$ cat src/rtl/sdff_scan_pkg.sv
// Shared types for the scan-chain controller.
// State encoding, counter-width helper, default pattern-counter width.
package sdff_scan_pkg;

  typedef enum logic [1:0] {
    S_IDLE,
    S_SHIFT,
    S_CAPTURE,
    S_FLUSH
  } state_e;

  localparam int PCNT_W_DEF = 16;

  function automatic int cnt_width(input int max_len);
    return $clog2(max_len + 1);
  endfunction

endpackage

$ cat src/rtl/sdff_scan_ctrl_cnt.sv
// Loadable down-counter with decrement enable and zero flag.
// Ports: clk_i, rst_i, ld_i, ld_val_i, dec_i -> zero_o.
module sdff_scan_ctrl_cnt #(
  parameter int W = 7
) (
  input  logic         clk_i,
  input  logic         rst_i,
  input  logic         ld_i,
  input  logic [W-1:0] ld_val_i,
  input  logic         dec_i,
  output logic         zero_o
);

  logic [W-1:0] cnt_q;
  logic [W-1:0] cnt_d;

  always_comb begin
    cnt_d = cnt_q;
    if (ld_i)
      cnt_d = ld_val_i;
    else if (dec_i && cnt_q != '0)
      cnt_d = cnt_q - 1'b1;
  end

  always_ff @(posedge clk_i) begin
    if (rst_i) cnt_q <= '0;
    else       cnt_q <= cnt_d;
  end

  assign zero_o = (cnt_q == '0);

endmodule

$ cat src/rtl/sdff_scan_ctrl.sv
// Scan-chain sequencer: shift / capture / unload of one sdff chain.
// Ports: START/LEN/MORE/ABORT control, SIN/SOUT streams, SE/SI/CHAIN_CE/SO chain, status.
module sdff_scan_ctrl
  import sdff_scan_pkg::*;
#(
  parameter int MAX_LEN = 64,
  parameter int CNT_W   = cnt_width(MAX_LEN),
  parameter int PCNT_W  = PCNT_W_DEF
) (
  input  logic              CLK,
  input  logic              RST,
  input  logic              START,
  input  logic [CNT_W-1:0]  LEN,
  input  logic              MORE,
  input  logic              ABORT,
  input  logic              SIN_VALID,
  input  logic              SIN_DATA,
  output logic              SIN_READY,
  output logic              SOUT_VALID,
  output logic              SOUT_DATA,
  input  logic              SOUT_READY,
  input  logic              SO,
  output logic              SE,
  output logic              SI,
  output logic              CHAIN_CE,
  output logic              BUSY,
  output logic              DONE,
  output logic              ERR,
  output logic [PCNT_W-1:0] PAT_CNT
);

  localparam logic [CNT_W-1:0] MAX_L = CNT_W'(MAX_LEN);

  state_e             state_q;
  logic [CNT_W-1:0]   len_q;
  logic               have_cap_q;
  logic               done_q;
  logic               err_q;
  logic [PCNT_W-1:0]  pcnt_q;

  logic in_shift, in_flush, in_cap, in_scan;
  logic in_ok, out_ok, fire;
  logic len_ok, start_ok, cap_go;
  logic cnt_ld, cnt_zero;
  logic [CNT_W-1:0] cnt_ld_val;

  assign in_shift = (state_q == S_SHIFT);
  assign in_flush = (state_q == S_FLUSH);
  assign in_cap   = (state_q == S_CAPTURE);
  assign in_scan  = in_shift | in_flush;

  assign in_ok  = in_shift ? SIN_VALID : in_flush;
  assign out_ok = !have_cap_q || SOUT_READY;
  assign fire   = in_scan && in_ok && out_ok && !ABORT;
  assign cap_go = in_cap && !ABORT;

  assign len_ok   = (LEN != '0) && (LEN <= MAX_L);
  assign start_ok = (state_q == S_IDLE) && START && !ABORT;

  // Shift count is loaded for the first phase at START and
  // re-armed for every phase following a capture.
  assign cnt_ld     = (start_ok && len_ok) || cap_go;
  assign cnt_ld_val = in_cap ? len_q - 1'b1 : LEN - 1'b1;

  sdff_scan_ctrl_cnt #(.W(CNT_W)) u_cnt (
    .clk_i    (CLK),
    .rst_i    (RST),
    .ld_i     (cnt_ld),
    .ld_val_i (cnt_ld_val),
    .dec_i    (fire),
    .zero_o   (cnt_zero)
  );

  assign SE         = in_scan;
  assign BUSY       = (state_q != S_IDLE);
  assign CHAIN_CE   = fire | cap_go;
  assign SIN_READY  = in_shift && out_ok;
  assign SOUT_VALID = have_cap_q && in_scan && in_ok;
  assign SOUT_DATA  = SO;
  assign SI         = in_shift & SIN_DATA;
  assign DONE       = done_q;
  assign ERR        = err_q;
  assign PAT_CNT    = pcnt_q;

  always_ff @(posedge CLK) begin
    if (RST) begin
      state_q    <= S_IDLE;
      len_q      <= '0;
      have_cap_q <= 1'b0;
      done_q     <= 1'b0;
      err_q      <= 1'b0;
      pcnt_q     <= '0;
    end else begin
      done_q <= 1'b0;
      if (ABORT && state_q != S_IDLE) begin
        state_q <= S_IDLE;
      end else begin
        unique case (state_q)
          S_IDLE: begin
            if (start_ok) begin
              if (len_ok) begin
                len_q      <= LEN;
                err_q      <= 1'b0;
                pcnt_q     <= '0;
                have_cap_q <= 1'b0;
                state_q    <= S_SHIFT;
              end else begin
                err_q <= 1'b1;
              end
            end
          end
          S_SHIFT: begin
            if (fire && cnt_zero) state_q <= S_CAPTURE;
          end
          S_CAPTURE: begin
            have_cap_q <= 1'b1;
            if (pcnt_q != '1) pcnt_q <= pcnt_q + 1'b1;
            state_q <= MORE ? S_SHIFT : S_FLUSH;
          end
          S_FLUSH: begin
            if (fire && cnt_zero) begin
              state_q <= S_IDLE;
              done_q  <= 1'b1;
            end
          end
          default: state_q <= S_IDLE;
        endcase
      end
    end
  end

endmodule
$ cat config.mk
export PLATFORM = sky130hd
export DESIGN_NAME = sdff_scan_ctrl
export DESIGN_NICKNAME = d
export VERILOG_FILES = /design/src/rtl/sdff_scan_pkg.sv /design/src/rtl/sdff_scan_ctrl_cnt.sv /design/src/rtl/sdff_scan_ctrl.sv
export SDC_FILE = /design/constraint.sdc
export NUM_CORES = 1
export LEC_CHECK = 0
export CORE_MARGIN = 3
export CORE_UTILIZATION = 50
export CTS_BUF_LIST = sky130_fd_sc_hd__clkbuf_8 sky130_fd_sc_hd__clkbuf_16
export CTS_CLUSTER_SIZE = 25
export DETAILED_ROUTE_END_ITERATION = 16
export DONT_BUFFER_PORTS = 1
export SLEW_MARGIN = 20
export SYNTH_ARGS = -nofsm -noshare
export SYNTH_HDL_FRONTEND = slang
export SYNTH_SLANG_ARGS = --single-unit
export TNS_END_PERCENT = 10
$ cat constraint.sdc
create_clock -name CLK -period 4.7 [get_ports CLK]
set_input_delay 0.94 -clock CLK [delete_from_list [all_inputs] [get_ports CLK]]
set_output_delay 0.94 -clock CLK [all_outputs]
set_load 0.01 [all_outputs]
After elaboration in Yosys (flattened, before gate mapping)
Cells that the tools add are included.
Widths: inputs -> output; s select.
{ "op_classes": {"n_addsub": 4, "n_lt_le_gt_ge": 1, "eq_ne": 9, "mux": 19, "bitwise_logic": 5, "n_reduce_logical": 32} }
{ "ops": {"columns": ["op", "count"], "rows": [
  ["$mux 16", 3],
  ["$pmux 16 s2", 1],
  ["$mux 7", 3],
  ["$sub 7x1->7 const B", 3],
  ["$add 16x1->16 const B", 1],
  ["$ne 16x16->1 const B", 1],
  ["$logic_and 1x1->1", 14],
  ["$reduce_bool 7->1", 2],
  ["$reduce_and 4->1", 3],
  ["$mux 2", 5],
  ["$pmux 2 s4", 1],
  ["$le 7x7->1 const B", 1],
  ["$logic_not 7->1", 1],
  ["$ne 2x1->1 const B", 3],
  ["$reduce_bool 2->1", 3],
  ["$mux 1", 5],
  ["$reduce_and 5->1", 1],
  ["$eq 2x2->1 const B", 2],
  ["$ne 2x2->1 const B", 2],
  ["$reduce_and 3->1", 1],
  ["$reduce_or 3->1", 1],
  ["$eq 2x1->1 const B", 1],
  ["$logic_not 1->1", 2],
  ["$logic_not 2->1", 1],
  ["6 further kinds", 9]
]} }
{ "totals": {"regBits": 35, "inputBits": 16, "output_inout_bits": 25, "word_cells": 77} }

Longest topological paths before layout
{ "depth": {"ltp_word": 8, "ltp_mapped": 14, "mapped_depth_nobuf": 10} }

By module
Synthesis repeated with hierarchy kept, for this count alone.
{ "hier_totals": {"cells_unflattened": 239, "hier_area_um2": 2030.7} }
{ "modules_own_cells": {"columns": ["module", "n_inst", "cells_each", "area_per_inst_um2", "seq_area_each_um2"], "rows": [
  ["sdff_scan_ctrl", 1, 191, 1611.5, 560.5],
  ["sdff_scan_ctrl_cnt", 1, 48, 419.2, 140.1]
]} }

Least setup slack after synthesis
Ideal clock, no wire load.
{ "synth_timing": {"kind": "input to register", "startpoint": "input port ABORT", "endpoint": "register u_cnt.cnt_q[6]", "setup_ns": 0.133, "arrival_time_ns": 3.833, "t_required_ns": 4.567, "setup_slack_ns": 0.734, "cell_stages": 12, "path_buffers": 3, "cell_sequence": "buf_2 > or4b_4 > a211oi_4 > nor3_1 > buf_2 > clkbuf_1 > a21oi_1 > ha_1 > or4b_2 > o31a_1 > o21ai_0 > a31oi_1"} }
{ "synth_between": {"elab_chain_cells": 5, "word_cells_on_any_way": 9, "cone_classes": "mux: 1; reduce/logical: 8"} }
{ "synth_rtl": {"columns": ["element", "line", "rtl"], "rows": [
  ["start, declared", "sdff_scan_ctrl.sv:15", "input logic ABORT,"],
  ["$logic_not 1->1 *", "sdff_scan_ctrl.sv:54, sdff_scan_ctrl.sv:55, sdff_scan_ctrl.sv:58", null],
  ["$logic_and 1x1->1", "sdff_scan_ctrl.sv:58", "assign start_ok = (state_q == S_IDLE) && START && !ABORT;"],
  ["$logic_and 1x1->1", "sdff_scan_ctrl.sv:62", "assign cnt_ld = (start_ok && len_ok) || cap_go;"],
  ["$logic_or 1x1->1", "sdff_scan_ctrl.sv:62", null],
  ["$mux 7 / $reduce_bool 2->1 (equally long branches)", null, null],
  ["end signal, assigned", "sdff_scan_ctrl_cnt.sv:27", "else cnt_q <= cnt_d;"],
  ["end, declared", "sdff_scan_ctrl_cnt.sv:14", "logic [W-1:0] cnt_q;"]
]} }
Every way passes the cells marked *; elsewhere a longest branch is shown, timed or not.
A chain may end at the register's enable or synchronous reset.

Final worst setup path
{ "layout_timing": {"startpoint": "input port LEN[5]", "endpoint": "register u_cnt.cnt_q[6]"} }
{ "layout_between": {"elab_chain_cells": 5, "word_cells_on_any_way": 9, "cone_classes": "add/sub: 1; order compare: 1; mux: 2; reduce/logical: 5"} }
{ "layout_rtl": {"columns": ["element", "line", "rtl"], "rows": [
  ["start, declared", "sdff_scan_ctrl.sv:13", "input logic [CNT_W-1:0] LEN,"],
  ["$le 7x7->1 / $reduce_bool 7->1 (equally long branches)", "sdff_scan_ctrl.sv:57", "assign len_ok = (LEN != '0) && (LEN <= MAX_L);"],
  ["$logic_and 1x1->1", "sdff_scan_ctrl.sv:57", null],
  ["$logic_and 1x1->1", "sdff_scan_ctrl.sv:62", null],
  ["$logic_or 1x1->1", "sdff_scan_ctrl.sv:62", null],
  ["$mux 7 / $reduce_bool 2->1 (equally long branches)", null, null]
]} }
Parallel ways exist; a longest one is shown, timed or not.

==> reports/qor.csv <==
stage,metric,value,unit
synthesis,Synth Net Count,280,
drt,routed vias,1911,
timing,Layout Skew,0.00953,ns
die,Die Area,0.00490,sq mm
die,Die Wd,70.0,um
power_and_ir_drop,Leak,0.000727,uW
synthesis,number of enable flip-flop cells after synthesis,0,
clock_tree,clock transition at the registers of the reported paths,0.08,ns
synthesis,Post-Synth Adder-Cell Area,1.22,%
cells_and_area,fin area,0.00217,sq mm
die,Core Area,0.00380,sq mm
synthesis,mux cell area share after synthesis,3.42,%
worst_setup_path,"slowest stage delay, CP",0.66,ns
timing,RSZ-0062 raised after global routing,no,
clock_tree,cts bufs inserted,5,
synthesis,main combinational cell family by area after synthesis,simple AND/OR/NAND/NOR gates,
synthesis,Syn Inst Count,262,
worst_setup_path,RR Startpoint,state_q[0]$_SDFFE_PP0P_,
power_and_ir_drop,PwrDens,280,mW/mm^2
clock_tree,Max Buffers Root-to-Sink,2,
synthesis,Yosys warning count,0,
timing,Achievable Freq,0.279,GHz
synthesis,syn_area_per_cell,7.82,sq um
global_route,largest net degree at the start of global routing,26,
worst_setup_path,reg-to-reg setup timing slack,1.24,ns
worst_setup_path,crit-path max FO,8,
worst_setup_path,CP max stage cell,or4b_2,
worst_setup_path,Worst path most repeated cell,o21ai_0,
synthesis,"Seq/Total Area, Yosys",34.2,%
job,max-cap viol count,0,
clock_tree,hold buffer count at cts,0,
placement,placed cell area,0.00206,sq mm
timing,"Hold Violations, Final",0,
drt,drt first pass iters,4,
synthesis,post-synthesis xor/xnor area fraction,3.85,%
synthesis,Synth Flop Type,dfxtp_1,
placement,HPWL after detailed placement,3.87,mm
cells_and_area,synthesis-to-finish area growth,5.74,%
placement,Placer Congestion,0.913,
worst_setup_path,R2R cell count,10,
outcome,status,completed,
synthesis,Compound-Gate Fraction of Synth Area,20.2,%
worst_setup_path,Worst setup EP type,register,
synthesis,ys async rst share,0,%
die,# rows,22,
timing,Worst-Margin Slew,0.831,ns
drt,Via density,6.29,
synthesis,Simple-Gate Fraction of Synth Area,33.2,%
hold_path,worst min path class,register to register,
cells_and_area,"commonest cells after routing, fill and taps aside","35 x dfxtp_1, 31 x nand2_1, 22 x nor2_1",
global_route,initial antenna violation count,0,
synthesis,"flops & latches, synth",35,
die,boundary pin count,41,
worst_setup_path,Setup crit start kind,input port,
timing,final period utilization,76.2,%
drt,WL/cell,17.1,um
die,Initial Util,53.9,%
timing,setup tns final,0,ns
synthesis,Post-Syn Area,0.00205,sq mm
worst_setup_path,Worst EP arrival,3.76,ns
clock_tree,post_cts resized,0,
worst_setup_path,Levels on crit path,9,
global_route,grt total ovfl,0,
power_and_ir_drop,worst vdd ir,0.149,mV
clock_tree,Root Buffer,clkbuf_8,
placement,IO buf count,0,
cells_and_area,"leading cell type in the layout, fill and taps excluded",dfxtp_1,
timing,Final Setup Violations,0,
worst_setup_path,CP Class,input port to register,
global_route,vias in the first global route,1719,
worst_setup_path,CP endpoint,u_cnt.cnt_q[6]$_SDFFE_PP0P_,
global_route,gr usage total,21.5,%
drt,drc violations,0,
worst_setup_path,Crit path max-delay family,simple AND/OR/NAND/NOR gates,
clock_tree,H-Tree Depth,2,
worst_setup_path,CP required,4.88,ns
die,chip height,70.0,um
synthesis,Yosys cell types,49,
clock_tree,TritonCTS clock tree,done,
timing,worst relative slew slack,44.2,%
worst_setup_path,CP Cell Sequence,nor3_1 -> a211oi_4 -> or3_1 -> o21ai_0 -> ha_1 -> or4b_2 -> o31a_1 -> o21ai_0 -> a31oi_1,
worst_setup_path,crit path from,LEN[5],
clock_tree,Clock Sinks,35,
global_route,first-pass GRT wire length,8.49,mm
clock_tree,post-CTS setup buffers,0,
timing,"Slew Viols, Final",0,
cells_and_area,Final Net Count,273,
drt,initial drt markers,204,
drt,"antenna viol nets, final",0,
cells_and_area,layout cells sized above 1,8.20,%
cells_and_area,antenna cells,0,
worst_setup_path,Reg-to-Reg End,u_cnt.cnt_q[6]$_SDFFE_PP0P_,
worst_setup_path,CP bufs+invs,0,
drt,routed wire length,5.20,mm
timing,crit path time final,3.58,ns
clock_tree,worst skew pair latency,0.29,ns
-- cell usage after synthesis (2+ instances only) --
| cell type | count | share of area [%] |
|---|---|---|
| a211oi_1 | 7 | 2.6 |
| or2_2 | 3 | 0.92 |
| nor4_1 | 5 | 1.5 |
| nand2b_1 | 7 | 2.1 |
| clkbuf_2 | 2 | 0.49 |
| a21oi_1 | 21 | 5.1 |
| inv_1 | 3 | 0.55 |
| buf_2 | 2 | 0.49 |
| o21ai_0 | 18 | 4.4 |
| mux2i_1 | 7 | 3.4 |
| nor3_1 | 11 | 2.7 |
| nand3_1 | 8 | 2.0 |
| nor2b_1 | 2 | 0.61 |
| a21o_1 | 2 | 0.73 |
| o31ai_1 | 2 | 0.73 |
| nor2_1 | 22 | 4.0 |
| and3_1 | 4 | 1.2 |
| nor3b_1 | 2 | 0.73 |
| o211ai_1 | 4 | 1.5 |
| clkbuf_1 | 10 | 1.8 |
| xnor2_1 | 3 | 1.3 |
| dfxtp_1 | 35 | 34 |
| ha_1 | 2 | 1.2 |
| xor2_1 | 6 | 2.6 |
| or3_1 | 9 | 2.7 |
| nand2_1 | 31 | 5.7 |
| nand4_1 | 4 | 1.2 |
| or4_1 | 7 | 2.6 |
| nor4b_2 | 2 | 1.5 |
| nor4b_1 | 2 | 0.86 |
-- how the worst min path moves through the flow --
stage	startpoint	endpoint	slack (ns)	cells after the start
2_1_floorplan	len_q[4]$_SDFFE_PP0P_	len_q[4]$_SDFFE_PP0P_	0.45	2
3_3_place_gp	len_q[5]$_SDFFE_PP0P_	len_q[5]$_SDFFE_PP0P_	0.45	2
3_5_place_dp	len_q[4]$_SDFFE_PP0P_	len_q[4]$_SDFFE_PP0P_	0.46	2
4_1_cts	len_q[4]$_SDFFE_PP0P_	len_q[4]$_SDFFE_PP0P_	0.47	2
5_1_grt	len_q[4]$_SDFFE_PP0P_	len_q[4]$_SDFFE_PP0P_	0.49	2
6_report	len_q[4]$_SDFFE_PP0P_	len_q[4]$_SDFFE_PP0P_	0.47	2
-- report_power, final --
group / internal [uW] / switching, uW / total [uW]
Sequential: 303 / 8.23 / 311
Clock: 120 / 117 / 237
Combinational: 23.5 / 36.4 / 59.8
Total: 446 / 162 / 607
-- registers in the layout, indices dropped and copies added (netlist names) --
signal       count
ERR              1
len_q            7
u_cnt.cnt_q      7
state_q          2
have_cap_q       1
PAT_CNT         16
DONE             1
-- kinds of logic (layout without fill, tap and decap cells) --
family                     after synthesis  in the layout
adders and majority gates                2              2
and+or+nand+nor                        125            125
buffers and inverters                   19             13
AOI/OAI and AO/OA                       65             65
DFF                                     35             35
muxes                                    7              7
xor gates and xnor gates                 9              9
-- metrics by stage --
stage,setup slack (ns),utilization (%),total power [uW],instances,hold WS [ns]
after floorplan,0.734,-,369,262,0.448
after global placement,0.939,54.2,376,296,0.451
after detailed placement,0.829,54.2,377,296,0.460
after CTS,1.15,56.8,613,304,0.470
after global routing,0.925,57.0,637,304,0.490
final,1.12,57.0,607,304,0.470
-- metal layers --
layer	track usage, %	share of wire (%)	vias to the layer above
li1	-	-	948
met1	29.5	48	897
met2	32.1	45	56
met3	5.90	5.4	10
met4	7.66	1.9	0
met5	0	0	-
-- cell type report --
class / instances / area [sq um]
Tap cell: 48 / 60.1
Timing Repair Buffer: 2 / 15.0
Sequential cell: 35 / 701
Inverter: 3 / 11.3
Clock inverter: 2 / 16.3
Clock buffer: 6 / 82.6
Multi-Input combinational cell: 208 / 1280
Fill cell: 358 / 1630
-- worst register-to-register path: stages (launching register included) --
cell	delay, ns
dfxtp_1	0.45
or4b_4	0.61
a211oi_4	0.35
or3_1	0.26
nand2_1	0.06
o21ai_0	0.08
ha_1	0.32
or4b_2	0.66
o31a_1	0.26
o21ai_0	0.18
a31oi_1	0.10
Note: power is estimated with default switching activity, not from simulation.
